$ cat src/rtl/mult8_pkg.sv
// Shared types and constants for the 8-bit signed add-shift multiplier controller.
package mult8_pkg;

  localparam int unsigned MULT_WIDTH = 8;
  localparam int unsigned MULT_ITERS = 8;

  typedef enum logic [2:0] {
    IDLE,
    START,
    ADD,
    SHIFT,
    DONE
  } mult8_state_t;

  typedef logic [2:0] mult8_count_t;

endpackage

$ cat src/rtl/mult8_fsm.sv
// Sequencer for the add-shift multiplier: state, iteration count and datapath strobes.
// MULT_SKIP_ADD_EN: bypass ADD cycles whose multiplier bit is 0.
module mult8_fsm
  import mult8_pkg::*;
(
  input  logic       clk,
  input  logic       rst,
  input  logic       run,
  input  logic       clr_ld,
`ifdef MULT_SKIP_ADD_EN
  input  logic [1:0] b_lsb,
`endif
  output logic       ld_b,
  output logic       clr_a,
  output logic       ld_s,
  output logic       add_en,
  output logic       shift_en,
  output logic       fn,
  output logic       done
);

  mult8_state_t state, state_nxt;
  mult8_count_t count, count_nxt;

  always_comb begin
    state_nxt = state;
    count_nxt = count;
    case (state)
      IDLE: begin
        if (!clr_ld && run) state_nxt = START;
      end
      START: begin
        count_nxt = '0;
        state_nxt = ADD;
`ifdef MULT_SKIP_ADD_EN
        if (!b_lsb[0]) state_nxt = SHIFT;
`endif
      end
      ADD: begin
        state_nxt = SHIFT;
      end
      SHIFT: begin
        count_nxt = count + 1'b1;
        if (count == mult8_count_t'(MULT_ITERS - 1)) begin
          state_nxt = DONE;
        end else begin
          state_nxt = ADD;
`ifdef MULT_SKIP_ADD_EN
          // b_lsb[1] becomes B[0] once this shift lands
          if (!b_lsb[1]) state_nxt = SHIFT;
`endif
        end
      end
      DONE: begin
        if (!clr_ld && !run) state_nxt = IDLE;
      end
      default: state_nxt = IDLE;
    endcase
  end

  always_ff @(posedge clk or posedge rst) begin
    if (rst) begin
      state <= IDLE;
      count <= '0;
      fn    <= 1'b0;
      done  <= 1'b0;
    end else begin
      state <= state_nxt;
      count <= count_nxt;
      fn    <= (state_nxt == ADD) && (count_nxt == mult8_count_t'(MULT_ITERS - 1));
      done  <= (state_nxt == DONE);
    end
  end

  assign ld_b     = ((state == IDLE) || (state == DONE)) && clr_ld;
  assign ld_s     = (state == START);
  assign clr_a    = ld_b || ld_s;
  assign add_en   = (state == ADD);
  assign shift_en = (state == SHIFT);

endmodule

$ cat src/rtl/mult8_seq_ctrl.sv
// Register file {X,A,B,S} and sequencing for the 8-bit signed add-shift multiplier.
// MULT_SKIP_ADD_EN: skip ADD cycles for zero multiplier bits (same result, shorter latency).
module mult8_seq_ctrl
  import mult8_pkg::*;
#(
  parameter int WIDTH = MULT_WIDTH
) (
  input  logic             Clk,
  input  logic             Reset,
  input  logic             Run,
  input  logic             ClearA_LoadB,
  input  logic [WIDTH-1:0] Din,
  input  logic [WIDTH-1:0] add_s,
  output logic [WIDTH-1:0] add_a,
  output logic [WIDTH-1:0] add_b,
  output logic             add_fn,
  output logic [WIDTH-1:0] Aval,
  output logic [WIDTH-1:0] Bval,
  output logic             Xval,
  output logic             done
);

  logic [WIDTH-1:0] a_q, b_q, s_q;
  logic             x_q;
  logic             ld_b, clr_a, ld_s, add_en, shift_en, fn;
  logic             o_msb, x_nxt;

  mult8_fsm u_fsm (
    .clk      (Clk),
    .rst      (Reset),
    .run      (Run),
    .clr_ld   (ClearA_LoadB),
`ifdef MULT_SKIP_ADD_EN
    .b_lsb    (b_q[1:0]),
`endif
    .ld_b     (ld_b),
    .clr_a    (clr_a),
    .ld_s     (ld_s),
    .add_en   (add_en),
    .shift_en (shift_en),
    .fn       (fn),
    .done     (done)
  );

  // Bit 8 of the sign-extended 9-bit sum; o_msb is the adder's effective operand sign
  assign o_msb = s_q[WIDTH-1] ^ fn;
  assign x_nxt = (a_q[WIDTH-1] & o_msb) | ((a_q[WIDTH-1] ^ o_msb) & add_s[WIDTH-1]);

  always_ff @(posedge Clk or posedge Reset) begin
    if (Reset) begin
      a_q <= '0;
      b_q <= '0;
      s_q <= '0;
      x_q <= 1'b0;
    end else begin
      if (ld_b) b_q <= Din;
      if (ld_s) s_q <= Din;
      if (clr_a) begin
        a_q <= '0;
        x_q <= 1'b0;
      end
      if (add_en && b_q[0]) begin
        a_q <= add_s;
        x_q <= x_nxt;
      end
      if (shift_en) begin
        a_q <= {x_q, a_q[WIDTH-1:1]};
        b_q <= {a_q[0], b_q[WIDTH-1:1]};
      end
    end
  end

  assign add_a  = a_q;
  assign add_b  = s_q;
  assign add_fn = fn;
  assign Aval   = a_q;
  assign Bval   = b_q;
  assign Xval   = x_q;

endmodule

$ cat config.mk
export PLATFORM = sky130hd
export DESIGN_NAME = mult8_seq_ctrl
export DESIGN_NICKNAME = d
export VERILOG_FILES = /design/src/rtl/mult8_pkg.sv /design/src/rtl/mult8_fsm.sv /design/src/rtl/mult8_seq_ctrl.sv
export SDC_FILE = /design/constraint.sdc
export NUM_CORES = 1
export LEC_CHECK = 0
export CORE_MARGIN = 2
export CORE_UTILIZATION = 44
export CTS_CLUSTER_SIZE = 28
export DETAILED_ROUTE_END_ITERATION = 16
export PLACE_DENSITY = 0.79
export SETUP_SLACK_MARGIN = 0.2
export SLEW_MARGIN = 25
export SYNTH_ARGS = -nofsm -noshare
export SYNTH_HDL_FRONTEND = slang
export SYNTH_SLANG_ARGS = --single-unit
$ cat constraint.sdc
create_clock -name Clk -period 2.15 [get_ports Clk]
set_input_delay 0.43 -clock Clk [delete_from_list [all_inputs] [get_ports Clk]]
set_output_delay 0.43 -clock Clk [all_outputs]
set_load 0.03 [all_outputs]
Yosys cells after proc, flatten, opt, wreduce, memory -nomap -nowiden
Cells that the tools add are included.
{ "word_totals": {"memories": 0, "elab_cells": 47, "ram_bits": 0, "out_inout_bits": 35, "regBits": 33, "in_bits": 20, "mem_bits_ro": 0, "latch_bits": 0} }
{ "classes": {"n_bitwise": 5, "shift": 0, "eq_ne": 8, "div_mod_pow": 0, "n_mux": 12, "n_reduce_logical": 13, "multipliers": 0, "add_sub_neg": 1, "order_cmp": 0} }
{ "op_table": {"columns": ["cell", "count"], "rows": [
  ["8-bit 2-to-1 mux", 5],
  ["3-bit one-hot mux with 5 select lines", 1],
  ["3-bit == test (second input constant)", 4],
  ["3-bit by 2-bit == test with 1-bit output (second input constant)", 3],
  ["3-bit 2-to-1 mux", 3],
  ["3-bit one-hot mux with 2 select lines", 1],
  ["1-bit logical AND", 5],
  ["2-bit nonzero test", 2],
  ["3-bit by 1-bit adder with 3-bit output (second input constant)", 1],
  ["3-bit by 1-bit == test with 1-bit output (second input constant)", 1],
  ["3-bit zero test", 1],
  ["3-bit nonzero test", 1],
  ["1-bit AND", 2],
  ["1-bit zero test", 2],
  ["1-bit logical OR", 2],
  ["1-bit 2-to-1 mux", 2],
  ["1-bit bitwise XOR", 2],
  ["1-bit OR", 1]
]} }

Logic depth before layout (Yosys ltp)
{ "logic_depth": {"ltp_word": 7, "mapped_depth": 5, "depth_no_buf": 5} }

Cells and area by module
Synthesis repeated with hierarchy kept, for this count alone.
{ "hier_totals": {"cells_unflattened": 155, "area_unflattened_um2": 1652.8} }
{ "modules_own_cells": {"columns": ["mod", "cells_per_inst", "n_inst", "seq_area_each_um2", "area_each_um2"], "rows": [
  ["mult8_seq_ctrl", 111, 1, 625.6, 1226.2],
  ["mult8_fsm", 44, 1, 200.2, 426.7]
]} }

Worst setup path after synthesis
OpenSTA, ideal clock, no wires.
{ "synth_path": {"kind": "register to register", "startpoint": "reg u_fsm.state[0]", "endpoint": "reg a_q[0], in the netlist Aval[0]", "path_slack_ps": 645, "period_less_slack_ps": 1505, "required_ps": 2024, "setup_time_ps": 126, "path_stages_with_launch": 6, "path_buffers": 2, "arrival_time_ps": 1379, "cell_sequence": "dfrtp_1 -> buf_6 -> or3b_1 -> buf_6 -> o21a_4 -> a221o_1"} }
{ "synth_via": {"elab_chain_len": 5, "word_cells_on_any_way": 12, "cone_classes": "eq/ne: 4; mux: 2; reduce/logical: 6"} }
{ "synth_rtl": {"columns": ["element", "line", "text"], "rows": [
  ["start: declaration", "mult8_fsm.sv:22", "mult8_state_t state, state_nxt;"],
  ["start signal: assignment", "mult8_fsm.sv:68", "state <= state_nxt;"],
  ["3-bit == test / 3-bit zero test (equally long branches)", "mult8_fsm.sv:75", "assign ld_b = ((state == IDLE) || (state == DONE)) && clr_ld;"],
  ["1-bit logical OR", "mult8_fsm.sv:75", null],
  ["1-bit logical AND", "mult8_fsm.sv:75", null],
  ["1-bit logical OR", "mult8_fsm.sv:77", "assign clr_a = ld_b || ld_s;"],
  ["3-bit nonzero test (no line)", null, null],
  ["end signal: assignment", "mult8_seq_ctrl.sv:63", "a_q <= add_s;"],
  ["end signal: assignment", "mult8_seq_ctrl.sv:67", "a_q <= {x_q, a_q[WIDTH-1:1]};"],
  ["end: declaration", "mult8_seq_ctrl.sv:23", "logic [WIDTH-1:0] a_q, b_q, s_q;"]
]} }
Several ways; a longest one is shown, not always the timed one.
A chain may end at the register's enable or synchronous reset.

Worst setup path in the final report
{ "layout_path": {"startpoint": "reg a_q[7], in the netlist Aval[7]", "endpoint": "out add_a[7]"} }
{ "layout_rtl": {"columns": ["element", "line", "text"], "rows": [
  ["end: declaration", "mult8_seq_ctrl.sv:14", "output logic [WIDTH-1:0] add_a,"]
]} }
No word-level cell between the ends.

==> summary.md <==
| Metric | Value |
|---|---|
| Nets | between 200 and 250 |
| Min Tclk post-route | around 1900 ps |
| RSZ-0062 raised after global routing | no |
| Final hold viol count | 0 |
| Yosys top cell area share | 0.543 |
| Netlist cell types | 28 |
| CP Max Fanout | 5 |
| H-tree Lvls | 2 |
| Worst slew margin | 0.617 |
| Buf+Inv Stages, Crit Path | 1 |
| Vias | 1183 |
| Residual DRC | 0 |
| Warnings, synthesis | 0 |
| Synthesized area | about 1500 µm² |
| CTS tree | done |
| Antenna Cells | 0 |
| DR pass1 iterations | 4 |
| Finished Layout Cells | about 220 |
| WP data arrival | ~1500 ps |
| Endpoints failing setup | 0 |
| Post-Place Cells | approximately 220 |
| Top cells by area, synth | dfrtp_1, mux2_2, a221o_1, o22a_1, buf_4 |
| Worst EP required | approximately 1700 ps |
| Switch share | 0.448 |
| Final WL | ~3500 µm |
| Pwr Total | roughly 3.7 mW |
| Num rows | 21 |
| Yosys reg bits | 33 |
| Clock share of power | 0.083 |
| Fillcell total | 285 |
| CTS root buf | clkbuf_4 |
| Clock Sinks | 33 |
| Primary FF master, synth | dfrtp_1 |
| Post-Synthesis Cells | roughly 130 |
| Area added between synthesis and finish | 38.0% |
| Reg power frac | 0.316 |
| Crit path max-delay family | buffers and inverters |
| Max-cap check violation count | 0 |
| Psw | ~1.7 mW |
| Status | completed |
| Antenna violations before repair | 0 |
| Layout cell share with drive strength beyond 1 | 0.112 |
| Final setup TNS | 0 ps |
| Antenna Nets Post-Route | 0 |
| Largest net degree at the start of global routing | 34 |
| Top-count cell post-synth | dfrtp_1 |
| Post-synthesis sequential area ratio | 0.543 |
| Maximum root-to-sink buffer count | 2 |
| DP Area | between 2000 and 2500 µm² |
| Core Area | between 3000 and 4000 µm² |
| Global placer's final weighted congestion | approximately 0.80 |
| Peak supply drop | approximately 0.00068 V |
| WS Path Type | flip-flop to primary output |
| Gate power share | 0.600 |
| Worst Max-Slew Pin Slew | roughly 570 ps |
| Worst setup SP type | flip-flop |
| Critical Path Slowest Stage Cell | clkdlybuf4s50_1 |
| Routed WL per cell | 15.5 µm |
| Hold crit path type | primary input to asynchronous set/reset pin |
| Setup Skew | ~6.9 ps |
| Clock buffer count from CTS | 5 |
| Top-Level Pins | 55 |
| Post-route cell area | between 2000 and 2500 µm² |
| Die area | 3940 µm² |
| Mapped Nets | 150 |
| Number of synthesized flops with an enable pin | 0 |
| Die width | roughly 63 µm |
| Post-CTS Setup Bufs | 0 |
| Die height | roughly 63 µm |
| Critical path cell sequence | clkdlybuf4s50_1 |
| Fraction of registers with async set/reset | 1.00 |
| GRT Resource Usage Total | 0.195 |
| Clk_lat worst skew | around 330 ps |
| Clk slew on worst S/H paths | roughly 100 ps |
| Internal power | roughly 2.1 mW |
| Hpwl dp | about 2600 µm |
| Total global routing overflow | 0 |
| Max-slew violation count | 0 |
| Pleak | slightly below 0.9 nW |
| Final Cycle Share | 0.873 |
| First-pass GRT wire length | between 5000 and 6000 µm |
| Endpoint type of the worst setup path | primary output |
| Mean Syn Cell Area | approximately 12 µm² |
| Synth area leader | dfrtp_1 |
| Power per cell area | roughly 1800 nW/µm² |
| Starting density of the core | 0.456 |
| Vias per cell | roughly 5.3 |
| IO Port Bufs | 54 |
| Iter 0 DRT Violations | 36 |
| Vias in the first global route | about 1300 |
| Fmax | 0.533 GHz |
| CP peak stage delay | 690 ps |
-- layer usage --
layer  part of all wire  GRT usage  vias up
met4              0.022     0.0806        0
met2               0.55      0.352       29
met1               0.39      0.202      589
li1                   -          -      556
met3              0.041     0.0739        9
met5                  0          0        -
-- power groups by stage --
stage | Sequential [mW] | Combinational, mW | Clock [mW]
final | 1.18 | 2.23 | 0.310
after global routing | 1.22 | 2.37 | 0.350
after CTS | 1.18 | 2.25 | 0.322
after detailed placement | 1.19 | 2.25 | 0
after global placement | 1.17 | 2.16 | 0
after floorplan | 1.55 | 1.12 | 0
-- worst paths after layout --
check	cells after the start	from	end	slack (ps)
max	1	Aval[7]	add_a[7]	270
min	3	Reset	Aval[3]	490
max reg2reg	4	u_fsm.state[1]	Bval[1]	530
min reg2reg	1	add_b[2]	add_b[2]	510
max in group asynchronous	3	Reset	Bval[1]	1350
min in group Clk	1	add_b[2]	add_b[2]	510
-- per-stage QoR --
step | utilization | hold slack, ps | setup slack (ps)
4_1_cts | 0.628 | 499 | 253
5_1_grt | 0.629 | 505 | 210
3_3_place_gp | 0.615 | 468 | 243
2_1_floorplan | - | 454 | 645
6_report | 0.629 | 487 | 273
3_5_place_dp | 0.615 | 496 | 200
-- area by class of cell --
class | instances | area (µm²) | share of cell area
clock buffer | 5 | 37.5 | 0.0179
clock inverter | 1 | 5.00 | 0.00239
inverter | 3 | 11.3 | 0.00537
multi-input combinational | 78 | 588 | 0.280
sequential | 33 | 826 | 0.394
tap | 46 | 57.6 | 0.0274
timing repair buffer | 58 | 573 | 0.273
-- cells by family (layout without fill, tap and decap cells) --
logic type	Yosys count	count (layout)	share of synthesized area
AOI/OAI and AO/OA	37	37	0.193
DFF	33	33	0.543
and+or+nand+nor	29	29	0.105
buffers and inverters	16	67	0.0700
muxes	8	8	0.0593
adders and majority gates	3	3	0.0247
xor gates and xnor gates	1	1	0.00576
-- sequential cells by signal, indices dropped and copies added, names as in the netlist --
register	cells
Aval	8
u_fsm.state	3
u_fsm.fn	1
Xval	1
add_b	8
u_fsm.done	1
u_fsm.count	3
Bval	8
-- cell usage in the layout, fill, tap and decap left out, drive strengths merged --
master | netlist | final
o21ai | 5 | 5
nor3 | 2 | 2
nor2 | 4 | 4
o21a | 9 | 9
a21oi | 4 | 4
nand2b | 2 | 2
buf | 11 | 4
mux2 | 8 | 8
nor4bb | 1 | 1
a22oi | 1 | 1
a221o | 8 | 8
nor4 | 1 | 1
and2 | 8 | 8
or3b | 1 | 1
clkbuf | 2 | 5
inv | 3 | 3
dlymetal6s2s | 0 | 1
o22a | 8 | 8
clkinv | 0 | 1
and3 | 1 | 1
xor2 | 1 | 1
o211ai | 2 | 2
clkdlybuf4s50 | 0 | 53
ha | 3 | 3
dfrtp | 33 | 33
nand3b | 1 | 1
nand2 | 8 | 8
-- tightest hold or removal path: stages --
cell             delay [ps]
clkdlybuf4s50_1         390
inv_1                    60
buf_4                   370
-- what timing repair did --
| action | CTS | global route |
|---|---|---|
| resized for setup | 0 | 1 |
| endpoints found under the setup margin | 0 | 1 |
| hold buffers | 0 | 0 |
No activity file was read; power rests on OpenSTA's default activity.
